==> src/rtl/add_approx_pkg.sv <==
// -----------------------------------------------------------------------------
// add_approx_pkg
//   Shared definitions for the pipelined lower-part-OR (LOA) approximate adder.
//
//   CNT_W    width of the delivered-error counter.
//   clamp_k  limits a requested approximation depth to the configured maximum.
//   k_width  width of the k field/port for a given maximum depth (never 0).
//
//   The stage payload struct depends on the adder width, so it is declared
//   inside add_approx_pipe, where WIDTH is known. Packages cannot be
//   parameterised.
// -----------------------------------------------------------------------------
package add_approx_pkg;

  localparam int CNT_W = 16;

  // Depth requests above the configured maximum saturate rather than wrap.
  function automatic int unsigned clamp_k(input int unsigned k,
                                          input int unsigned max_k);
    return (k > max_k) ? max_k : k;
  endfunction

  // A zero-width port is illegal, so MAX_K = 0 still gets one bit.
  function automatic int unsigned k_width(input int unsigned max_k);
    return (max_k > 0) ? $clog2(max_k + 1) : 1;
  endfunction

endpackage

==> src/rtl/add_approx_seg.sv <==
// -----------------------------------------------------------------------------
// add_approx_seg
//   One SEG-bit slice of a lower-part-OR approximate adder (combinational).
//   Slice bits whose global position is below k are the OR of the operands.
//   Those bits do not take part in the carry chain. The only exception is
//   bit k-1, whose AND becomes the carry into bit k. Bits at position k and
//   above form an ordinary ripple adder fed by cin.
//
// Ports
//   a, b       operand slices                     (SEG bits)
//   cin        carry from the slice below
//   k          clamped approximation depth        (KW bits)
//   seg_index  slice number; global bit = seg_index*SEG + j
//   sum        result slice                       (SEG bits)
//   cout       carry to the slice above
// -----------------------------------------------------------------------------
module add_approx_seg
  import add_approx_pkg::*;
#(
  parameter int SEG = 4,
  parameter int KW  = 3,
  parameter int IW  = 1
) (
  input  logic [SEG-1:0] a,
  input  logic [SEG-1:0] b,
  input  logic           cin,
  input  logic [KW-1:0]  k,
  input  logic [IW-1:0]  seg_index,
  output logic [SEG-1:0] sum,
  output logic           cout
);

  always_comb begin
    logic        c;
    int unsigned pos;
    int unsigned kk;
    c   = cin;
    sum = '0;
    pos = 0;
    kk  = 32'(k);
    for (int j = 0; j < SEG; j++) begin
      pos = 32'(seg_index) * 32'(SEG) + 32'(j);
      if (pos < kk) begin
        // Approximate region: the carry chain is cut. Only the topmost
        // approximated bit seeds the carry into the exact upper part.
        sum[j] = a[j] | b[j];
        c      = (pos + 32'd1 == kk) ? (a[j] & b[j]) : 1'b0;
      end else begin
        sum[j] = a[j] ^ b[j] ^ c;
        c      = (a[j] & b[j]) | (c & (a[j] ^ b[j]));
      end
    end
    cout = c;
  end

endmodule

==> src/rtl/add_approx_pipe.sv <==
// -----------------------------------------------------------------------------
// add_approx_pipe
//   Pipelined lower-part-OR approximate adder with a runtime approximation
//   depth carried with each beat. The WIDTH-bit add is split into STAGES
//   slices of SEG = WIDTH/STAGES bits. Each slice is computed by an
//   add_approx_seg and then registered. The carry ripples from one register
//   bank to the next. The operands, k and the partial sum ride along with
//   the beat. Result latency is STAGES cycles. Throughput is one beat per
//   cycle while the output is drained.
//
//   Flow control uses one global advance (adv = ~out_valid | out_ready).
//   Every bank moves together, or every bank holds. Bubbles stay in place.
//
// Build option
//   `define ERR_MON_EN  adds a parallel exact adder in the same banks.
//     It drives err_abs and keeps the delivered-error statistics
//     err_max and err_cnt.
//   Without it, the three error outputs are tied to 0 and err_clr is
//   unused. The approximate sum and its timing are the same in both builds.
//
// Ports
//   clk, rst            clock (rising edge); asynchronous active-high reset
//   in_valid/in_ready   input handshake; a beat is taken when both are high
//   in_a, in_b          operands (WIDTH bits)
//   in_k                requested approximate LSB count; clamped to MAX_K
//   out_valid/out_ready output handshake
//   out_sum             approximate sum (WIDTH+1 bits; MSB = top carry)
//   err_clr             zero err_max/err_cnt next cycle (wins over update)
//   err_abs             |exact - approx| of the presented result
//   err_max             largest err_abs delivered since reset/clear
//   err_cnt             delivered results with err_abs != 0 (saturating)
// -----------------------------------------------------------------------------
module add_approx_pipe
  import add_approx_pkg::*;
#(
  parameter  int WIDTH  = 8,
  parameter  int STAGES = 2,
  parameter  int MAX_K  = 4,
  localparam int KW     = k_width(MAX_K)
) (
  input  logic             clk,
  input  logic             rst,
  input  logic             in_valid,
  output logic             in_ready,
  input  logic [WIDTH-1:0] in_a,
  input  logic [WIDTH-1:0] in_b,
  input  logic [KW-1:0]    in_k,
  output logic             out_valid,
  input  logic             out_ready,
  output logic [WIDTH:0]   out_sum,
  input  logic             err_clr,
  output logic [WIDTH:0]   err_abs,
  output logic [WIDTH:0]   err_max,
  output logic [CNT_W-1:0] err_cnt
);

  localparam int SEG = WIDTH / STAGES;
  localparam int IW  = (STAGES > 1) ? $clog2(STAGES) : 1;

  // Parameter sanity checks at elaboration time.
  if (WIDTH % STAGES != 0) begin : g_split_check
    $error("add_approx_pipe: WIDTH must be a multiple of STAGES");
  end
  if (MAX_K < 0 || MAX_K > WIDTH) begin : g_maxk_check
    $error("add_approx_pipe: MAX_K must lie in 0..WIDTH");
  end

  // Everything one beat carries between banks. sum/esum fill from the
  // bottom slice upward. carry/ecarry hold the carry out of the slice
  // most recently computed.
  typedef struct packed {
    logic             valid;
    logic [WIDTH-1:0] a;
    logic [WIDTH-1:0] b;
    logic [KW-1:0]    k;
    logic             carry;
    logic [WIDTH-1:0] sum;
`ifdef ERR_MON_EN
    logic             ecarry;
    logic [WIDTH-1:0] esum;
`endif
  } stage_t;

  logic          adv;
  logic [KW-1:0] k_in;
  stage_t        head;
  stage_t        last;

  assign adv      = ~out_valid | out_ready;
  assign in_ready = adv;
  assign k_in     = KW'(clamp_k(32'(in_k), MAX_K));

  // Payload presented to bank 0. The sum is empty and there is no carry.
  always_comb begin
    head       = '0;
    head.valid = in_valid;
    head.a     = in_a;
    head.b     = in_b;
    head.k     = k_in;
  end

  genvar gi;
  for (gi = 0; gi < STAGES; gi++) begin : g_stage
    stage_t         src;
    stage_t         stage_next;
    stage_t         stage_reg;
    logic [SEG-1:0] slice;
    logic           cout;

    if (gi == 0) begin : g_src_head
      assign src = head;
    end else begin : g_src_prev
      assign src = g_stage[gi-1].stage_reg;
    end

    add_approx_seg #(
      .SEG (SEG),
      .KW  (KW),
      .IW  (IW)
    ) u_seg (
      .a         (src.a[gi*SEG +: SEG]),
      .b         (src.b[gi*SEG +: SEG]),
      .cin       (src.carry),
      .k         (src.k),
      .seg_index (IW'(gi)),
      .sum       (slice),
      .cout      (cout)
    );

`ifdef ERR_MON_EN
    // Exact reference slice. It keeps its own carry chain, independent of k.
    logic [SEG:0] exact_seg;
    assign exact_seg = {1'b0, src.a[gi*SEG +: SEG]}
                     + {1'b0, src.b[gi*SEG +: SEG]}
                     + {{SEG{1'b0}}, src.ecarry};
`endif

    always_comb begin
      stage_next                     = src;
      stage_next.carry               = cout;
      stage_next.sum[gi*SEG +: SEG]  = slice;
`ifdef ERR_MON_EN
      stage_next.ecarry              = exact_seg[SEG];
      stage_next.esum[gi*SEG +: SEG] = exact_seg[SEG-1:0];
`endif
    end

    // Reset drops every beat in flight. There is no partial output.
    always_ff @(posedge clk or posedge rst) begin
      if (rst) begin
        stage_reg <= '0;
      end else if (adv) begin
        stage_reg <= stage_next;
      end
    end
  end

  assign last      = g_stage[STAGES-1].stage_reg;
  assign out_valid = last.valid;
  assign out_sum   = {last.carry, last.sum};

`ifdef ERR_MON_EN
  logic [WIDTH:0]   approx_val;
  logic [WIDTH:0]   exact_val;
  logic [WIDTH:0]   diff;
  logic [WIDTH:0]   max_reg;
  logic [CNT_W-1:0] cnt_reg;
  logic             unused_tail;

  assign approx_val = {last.carry, last.sum};
  assign exact_val  = {last.ecarry, last.esum};

  // The approximation can land on either side of the exact sum. One example
  // is the carry seeded by bit k-1 when both operands have all low bits set.
  // So the magnitude is taken both ways.
  always_comb begin
    diff = '0;
    if (out_valid) begin
      diff = (exact_val >= approx_val) ? (exact_val - approx_val)
                                       : (approx_val - exact_val);
    end
  end

  always_ff @(posedge clk or posedge rst) begin
    if (rst) begin
      max_reg <= '0;
      cnt_reg <= '0;
    end else if (err_clr) begin
      max_reg <= '0;
      cnt_reg <= '0;
    end else if (out_valid && out_ready) begin
      if (diff > max_reg) begin
        max_reg <= diff;
      end
      if (diff != '0 && cnt_reg != '1) begin
        cnt_reg <= cnt_reg + 1'b1;
      end
    end
  end

  assign err_abs     = diff;
  assign err_max     = max_reg;
  assign err_cnt     = cnt_reg;
  assign unused_tail = ^{last.a, last.b, last.k};
`else
  logic unused_tail;

  assign err_abs     = '0;
  assign err_max     = '0;
  assign err_cnt     = '0;
  assign unused_tail = ^{last.a, last.b, last.k, err_clr};
`endif

endmodule
==> config.mk <==
export PLATFORM = sky130hd
export DESIGN_NAME = add_approx_pipe
export DESIGN_NICKNAME = d
export VERILOG_FILES = /design/src/rtl/add_approx_pkg.sv /design/src/rtl/add_approx_seg.sv /design/src/rtl/add_approx_pipe.sv
export SDC_FILE = /design/constraint.sdc
export NUM_CORES = 1
export LEC_CHECK = 0
export CAP_MARGIN = 0
export CORE_UTILIZATION = 45
export CTS_BUF_LIST = sky130_fd_sc_hd__clkbuf_4 sky130_fd_sc_hd__clkbuf_8
export DETAILED_ROUTE_END_ITERATION = 7
export GPL_TIMING_DRIVEN = 0
export PLACE_DENSITY_LB_ADDON = 0.2
export SLEW_MARGIN = 20
export SYNTH_ARGS = -nofsm -noshare
export SYNTH_HDL_FRONTEND = slang
export SYNTH_SLANG_ARGS = --single-unit
==> constraint.sdc <==
create_clock -name clk -period 7 [get_ports clk]
set_input_delay 1.05 -clock clk [delete_from_list [all_inputs] [get_ports clk]]
set_output_delay 1.05 -clock clk [all_outputs]
set_load 0.01 [all_outputs]
# Word-level counts from Yosys, hierarchy flattened
# Index checks and enable logic that the tools add are counted.
[classes] n_eq_ne=7 magnitude_cmp=9 bitwise=47 mux=24
[op_table] operator="$mux W1" n=23
[op_table] operator="$or A1 B1 Y1" n=16
[op_table] operator="$and A1 B1 Y1" n=15
[op_table] operator="$xor A1 B1 Y1" n=15
[op_table] operator="$eq A3 B3 Y1 const A" n=4
[op_table] operator="$lt A3 B3 Y1 const A" n=4
[op_table] operator="$eq A2 B3 Y1 const A" n=2
[op_table] operator="$lt A1 B3 Y1 const A" n=2
[op_table] operator="$lt A2 B3 Y1 const A" n=2
[op_table] operator="$eq A1 B3 Y1 const A" n=1
[op_table] operator="$gt A3 B3 Y1 const B" n=1
[op_table] operator="$mux W3" n=1
[op_table] operator="$not A1 Y1" n=1
[word_totals] regBits=35 out_inout_bits=45 inputBits=24 wordCells=96

# Depth between registers and ports, before layout
[depth] word_depth=14 ltp_mapped=12 depth_no_buf=12

# Cells and area by module
# From an unflattened synthesis, not the netlist that was laid out.
[unflattened] hier_cells=198 hier_area_um2=2225.9
[by_module_without_submodules] module="add_approx_pipe" n_inst=1 cells_each=98 seq_area_each_um2=675.6 area_per_inst_um2=1390.1
[by_module_without_submodules] module="add_approx_seg at g_stage[1].u_seg" n_inst=1 cells_each=50 seq_area_each_um2=0.0 area_per_inst_um2=421.7
[by_module_without_submodules] module="add_approx_seg at g_stage[0].u_seg" n_inst=1 cells_each=50 seq_area_each_um2=0.0 area_per_inst_um2=414.1

# Least setup slack after synthesis
# Ideal clock, no wire load.
[synth_path] path_type="input port to flip-flop" start="in in_a[0]" end="reg g_stage[0].stage_reg[3] (netlist name)" t_arrival_ns=2.965 path_slack_ns=3.958 required_time_ns=6.923 n_path_buf=0 setup_ns=0.077 path_stages=11 path_cell_list="ha_1 nand2_1 fa_1 nor2_1 a31oi_1 nor2_1 fa_1 a21oi_1 fa_1 mux2_1 a21oi_1"
[synth_via] elab_chain_cells=11
[synth_rtl] element="start: declaration" line_no="add_approx_pipe.sv:45" text="input logic [WIDTH-1:0] in_a,"
[synth_rtl] element="$and A1 B1 Y1 *" line_no="add_approx_seg.sv:47, add_approx_seg.sv:50"
[synth_rtl] element="$mux W1" line_no="add_approx_seg.sv:47" text="c = (pos + 32'd1 == kk) ? (a[j] & b[j]) : 1'b0;"
[synth_rtl] element="$mux W1 *" line_no="add_approx_seg.sv:43" text="if (pos < kk) begin"
[synth_rtl] element="$and A1 B1 Y1 *" line_no="add_approx_seg.sv:50" text="c = (a[j] & b[j]) | (c & (a[j] ^ b[j]));"
[synth_rtl] element="$or A1 B1 Y1 *" line_no="add_approx_seg.sv:50"
[synth_rtl] element="$mux W1 *" line_no="add_approx_seg.sv:43"
[synth_rtl] element="$and A1 B1 Y1 *" line_no="add_approx_seg.sv:50"
[synth_rtl] element="$or A1 B1 Y1 *" line_no="add_approx_seg.sv:50"
[synth_rtl] element="$mux W1 *" line_no="add_approx_seg.sv:43"
[synth_rtl] element="$xor A1 B1 Y1 *" line_no="add_approx_seg.sv:49" text="sum[j] = a[j] ^ b[j] ^ c;"
[synth_rtl] element="$mux W1 *" line_no="add_approx_seg.sv:43"
[synth_rtl] element="end signal: assignment" line_no="add_approx_pipe.sv:153" text="stage_reg <= stage_next;"
[synth_rtl] element="end: declaration" line_no="add_approx_pipe.sv:106" text="stage_t stage_reg;"
# Every way passes the cells marked *; elsewhere a longest branch is shown, timed or not.
# A chain may end at the register's enable or synchronous reset.

# Final worst setup path
[layout_path] start="in out_ready" end="out in_ready"
[layout_via] elab_chain_cells=1
[layout_rtl] element="start: declaration" line_no="add_approx_pipe.sv:49" text="input logic out_ready,"
[layout_rtl] element="$or A1 B1 Y1" line_no="add_approx_pipe.sv:89" text="assign adv = ~out_valid | out_ready;"
[layout_rtl] element="end: declaration" line_no="add_approx_pipe.sv:44" text="output logic in_ready,"
# No other way between the ends.

==> results.txt <==
Pin placement for this block handled 69 I/O pins. In this run, flip-flops and latches consume 43.7% of the power. Global routing used 15.7% of the available tracks across all layers. The synthesized design spends more area on one cell type than any other, namely sky130_fd_sc_hd__dfrtp_1. Combinational logic burns 37.6% of the power. The post-synthesis instance area is 1850 µm².

The worst register-to-register path begins at g_stage[0].stage_reg[16]. In this run, distinct cell masters in the synthesized netlist total 33. Clock tree synthesis found a total of 27 sinks. The number of antenna violations at the first check in global routing came out at 0. The number of global-route vias before repair was 1229. The first-pass GRT wire length is 5220 µm.

In this run the deepest clock path goes through 2 buffers. The data arrival time of the worst path came out at 2.51 ns. The number of setup buffers added after CTS is 0.

The synthesized instance count is 202. The largest stage delay on the critical path came out at 0.57 ns. At the end of the flow, the number of nets in the layout was 318. Sorting the synthesized cells by area gives the leading types as sky130_fd_sc_hd__dfrtp_1, sky130_fd_sc_hd__buf_4, sky130_fd_sc_hd__ha_1. The clock slew at the register clock pins of the worst setup and hold paths came out at 0.08 ns. The TritonCTS clock tree is yes. From synthesis to final layout, the design area changed by 30.4%. Input and output buffers added on the ports amount to 33. The path with the worst hold slack has its endpoint at out_sum[0].

The clock period minus worst slack came out at 3.56 ns. The critical path is of the in2out type. The hold buffer count at CTS came out at 0. The synthesis-stage register bit count is 27. The floorplan step set the die width to 66.1 µm. Counting the fill cells in the layout gives 348. The worst relative slew slack came out at 62.3%. Clock tree synthesis selected as its root buffer the cell sky130_fd_sc_hd__clkbuf_8. The cell with the largest stage delay on the worst path is sky130_fd_sc_hd__clkdlybuf4s50_1.

The highest net fanout along the worst path is 10. After detailed routing, the average wire length per cell comes to 9.78 µm. The starting density of the core came out at 48.7%. After layout, the design draws a total of 0.476 mW. The area of the die is 4370 µm². The detailed-route vias per instance came out at 4.30.

The worst vdd rail ir drop came out at 0.0000906 V. Setup repair after global routing left no endpoint under its margin. The initialized floorplan defines 22 standard-cell rows. The signal on the critical path passes through clkdlybuf4s50_1 > nor2b_4 > inv_2 > buf_2 > clkdlybuf4s50_1.

The setup TNS is 0 ns. The net switching share of the total power is 31.0%. The count of inserted antenna diode cells is 0. The number of max-slew violations in the final report is 0. In this run the worst hold path is classified as reg2reg. The count of maximum capacitance violations is 0.

The iteration count of the initial detailed-routing pass is 4. The largest net degree at the start of global routing is 28. The internal power component is 0.328 mW.

The mean cell area of the mapped netlist came out at 9.15 µm². Dividing the final minimum period by the clock period gives 50.8%. The synthesis warning total is 0. The number of stages on the worst hold path came out at 2. The switching power total is 0.148 mW. The die extent in y came out at 66.1 µm.

STA classifies the critical path startpoint as an input port. The total via count after detailed routing is 1377. The buffers plus inverters on the worst setup path came out at 4. The fraction of power consumed by the clock network came out at 18.7%. The count of instances resized after the clock tree is built is 0. The number of buffers created by CTS is 3. The floorplan core area is 3800 µm². The number of nets still failing antenna checks after routing is 0. The proportion of layout cells with a drive suffix above 1 is 19.5%. The worst setup path is captured at an output port.

The path depth of the worst reg2reg path came out at 11. For this run the aggregate overflow at the end of global routing stands at 0. The required time of the critical path is 5.95 ns. For this block, the routed nets add up to 3130 µm of wire. On the critical path the largest part of the delay comes from buffers and inverters. The worst clock skew is 0.00348 ns. The final weighted congestion in routability-driven placement came out at 0.771. The number of DRC violations after detailed-routing iteration 0 is 58.

The number of setup violations in the final report is 0. The slack of the worst reg-to-reg path is 4.34 ns. The sequential element share of the synthesized area came out at 36.5%.

At the later pin of the worst-skew pair, clock insertion delay measures 0.26 ns. The count of unresolved DRC violations after routing is 0. The register with the most flip-flops in the layout has 17 of them. The maximum operating frequency came out at 281 MHz. The hold violation count in the final report was 0. Summed over its instances, the top area cell type makes up 36.5% of the synthesized netlist area.

In this run the most critical hold path is launched from out_sum[0]. The sum of net half-perimeters after detailed placement is 2470 µm. The cell that appears most often on the critical path is sky130_fd_sc_hd__clkdlybuf4s50_1. CTS built an H-tree with a depth of 1. The cell leakage power came out at 1.27 nW.

The flow ran to the end, and the final reports show no timing, DRC or antenna violations. The power density over the cells is 197 nW/µm². The slew at the pin closest to its max-slew limit came out at 0.565 ns. In this run the critical register-to-register path is captured at out_sum[7].
-- through the flow --
| stage | instance area (µm²) | std cells | hold WS, ns | util (%) | setup slack [ns] |
|---|---|---|---|---|---|
| after floorplan | 1970 | 235 | 0.430 | - | 3.96 |
| after detailed placement | 2360 | 316 | 0.453 | 62.2 | 3.28 |
| after CTS | 2410 | 320 | 0.474 | 63.5 | 3.43 |
| after global placement | 2360 | 316 | 0.449 | 62.2 | 3.30 |
| final | 2410 | 320 | 0.469 | 63.5 | 3.44 |
| after global routing | 2410 | 320 | 0.500 | 63.5 | 3.37 |
-- synth_stat cells, drive strengths merged --
cell type	number
a21oi	12
a31oi	2
buf	40
conb	1
dfrtp	27
fa	7
ha	14
inv	21
mux2	3
mux2i	1
nand2	36
nand2b	1
nand3	2
nand3b	1
nor2	12
nor2b	1
nor3	1
nor3b	2
o21a	2
o21ai	12
o22ai	1
o31ai	1
or2	2
-- power groups by stage --
stage	sequential, mW	clock (mW)	combinational (mW)
after detailed placement	0.212	0	0.180
after CTS	0.209	0.0928	0.180
after floorplan	0.218	0	0.0990
final	0.208	0.0889	0.179
after global routing	0.213	0.0999	0.200
after global placement	0.211	0	0.175
-- per-layer routing --
metal | vias up | routed length [µm] | global-route usage, %
li1 | 697 | - | -
met1 | 632 | 1390 | 19.1
met2 | 46 | 1540 | 28.8
met3 | 2 | 172 | 1.55
met4 | 0 | 27 | 4.79
met5 | - | 0 | 0
-- cell type report --
class                           count  area (µm²)  share of cell area [%]
Tap cell                           48        60.1                    2.49
Timing Repair Buffer               33         330                    13.7
Buffer                             40         298                    12.3
Sequential cell                    27         676                    28.0
Clock buffer                        4        48.8                    2.02
Inverter                           21        78.8                    3.27
Multi-Input combinational cell    147         921                    38.2
-- placed cells by master, fill, tap and decap left out, types with 2 or more instances in the layout --
master,count
sky130_fd_sc_hd__buf_6,2
sky130_fd_sc_hd__dfrtp_1,27
sky130_fd_sc_hd__inv_1,19
sky130_fd_sc_hd__nor3b_1,2
sky130_fd_sc_hd__o21a_1,2
sky130_fd_sc_hd__o21ai_0,3
sky130_fd_sc_hd__ha_1,14
sky130_fd_sc_hd__mux2_4,2
sky130_fd_sc_hd__buf_2,4
sky130_fd_sc_hd__buf_4,34
sky130_fd_sc_hd__nand2_1,36
sky130_fd_sc_hd__conb_1,34
sky130_fd_sc_hd__a21oi_1,11
sky130_fd_sc_hd__a31oi_1,2
sky130_fd_sc_hd__clkbuf_8,3
sky130_fd_sc_hd__nor2_1,11
sky130_fd_sc_hd__o21ai_1,8
sky130_fd_sc_hd__inv_2,2
sky130_fd_sc_hd__clkdlybuf4s50_1,33
sky130_fd_sc_hd__fa_1,7
-- worst max-delay path by stage --
stage                          from                 endpoint  slack [ns]  cells after the start
after detailed placement    in_k[1]  g_stage[0].stage_reg[3]        3.28                     12
after floorplan             in_a[0]  g_stage[0].stage_reg[3]        3.96                     11
after global routing      out_ready                 in_ready        3.37                      5
after global placement      in_k[1]  g_stage[0].stage_reg[3]        3.30                     12
after CTS                 out_ready                 in_ready        3.43                      5
final                     out_ready                 in_ready        3.44                      5
-- tightest hold or removal path, delay by kind of cell, from the launching register on --
kind             cells  cell delay [ns]
AND/OR/NAND/NOR      2             0.09
flip-flops           1             0.35
-- cells by family after synthesis --
| group | after synthesis | share of synthesized area [%] |
|---|---|---|
| buffers and inverters | 61 | 20.4 |
| and+or+nand+nor | 58 | 13.9 |
| AOI/OAI and AO/OA | 30 | 9.13 |
| DFF | 27 | 36.5 |
| adders and majority gates | 21 | 17.0 |
| muxes | 4 | 2.77 |
| other | 1 | 0.203 |
Note: power is estimated with default switching activity, not from simulation.
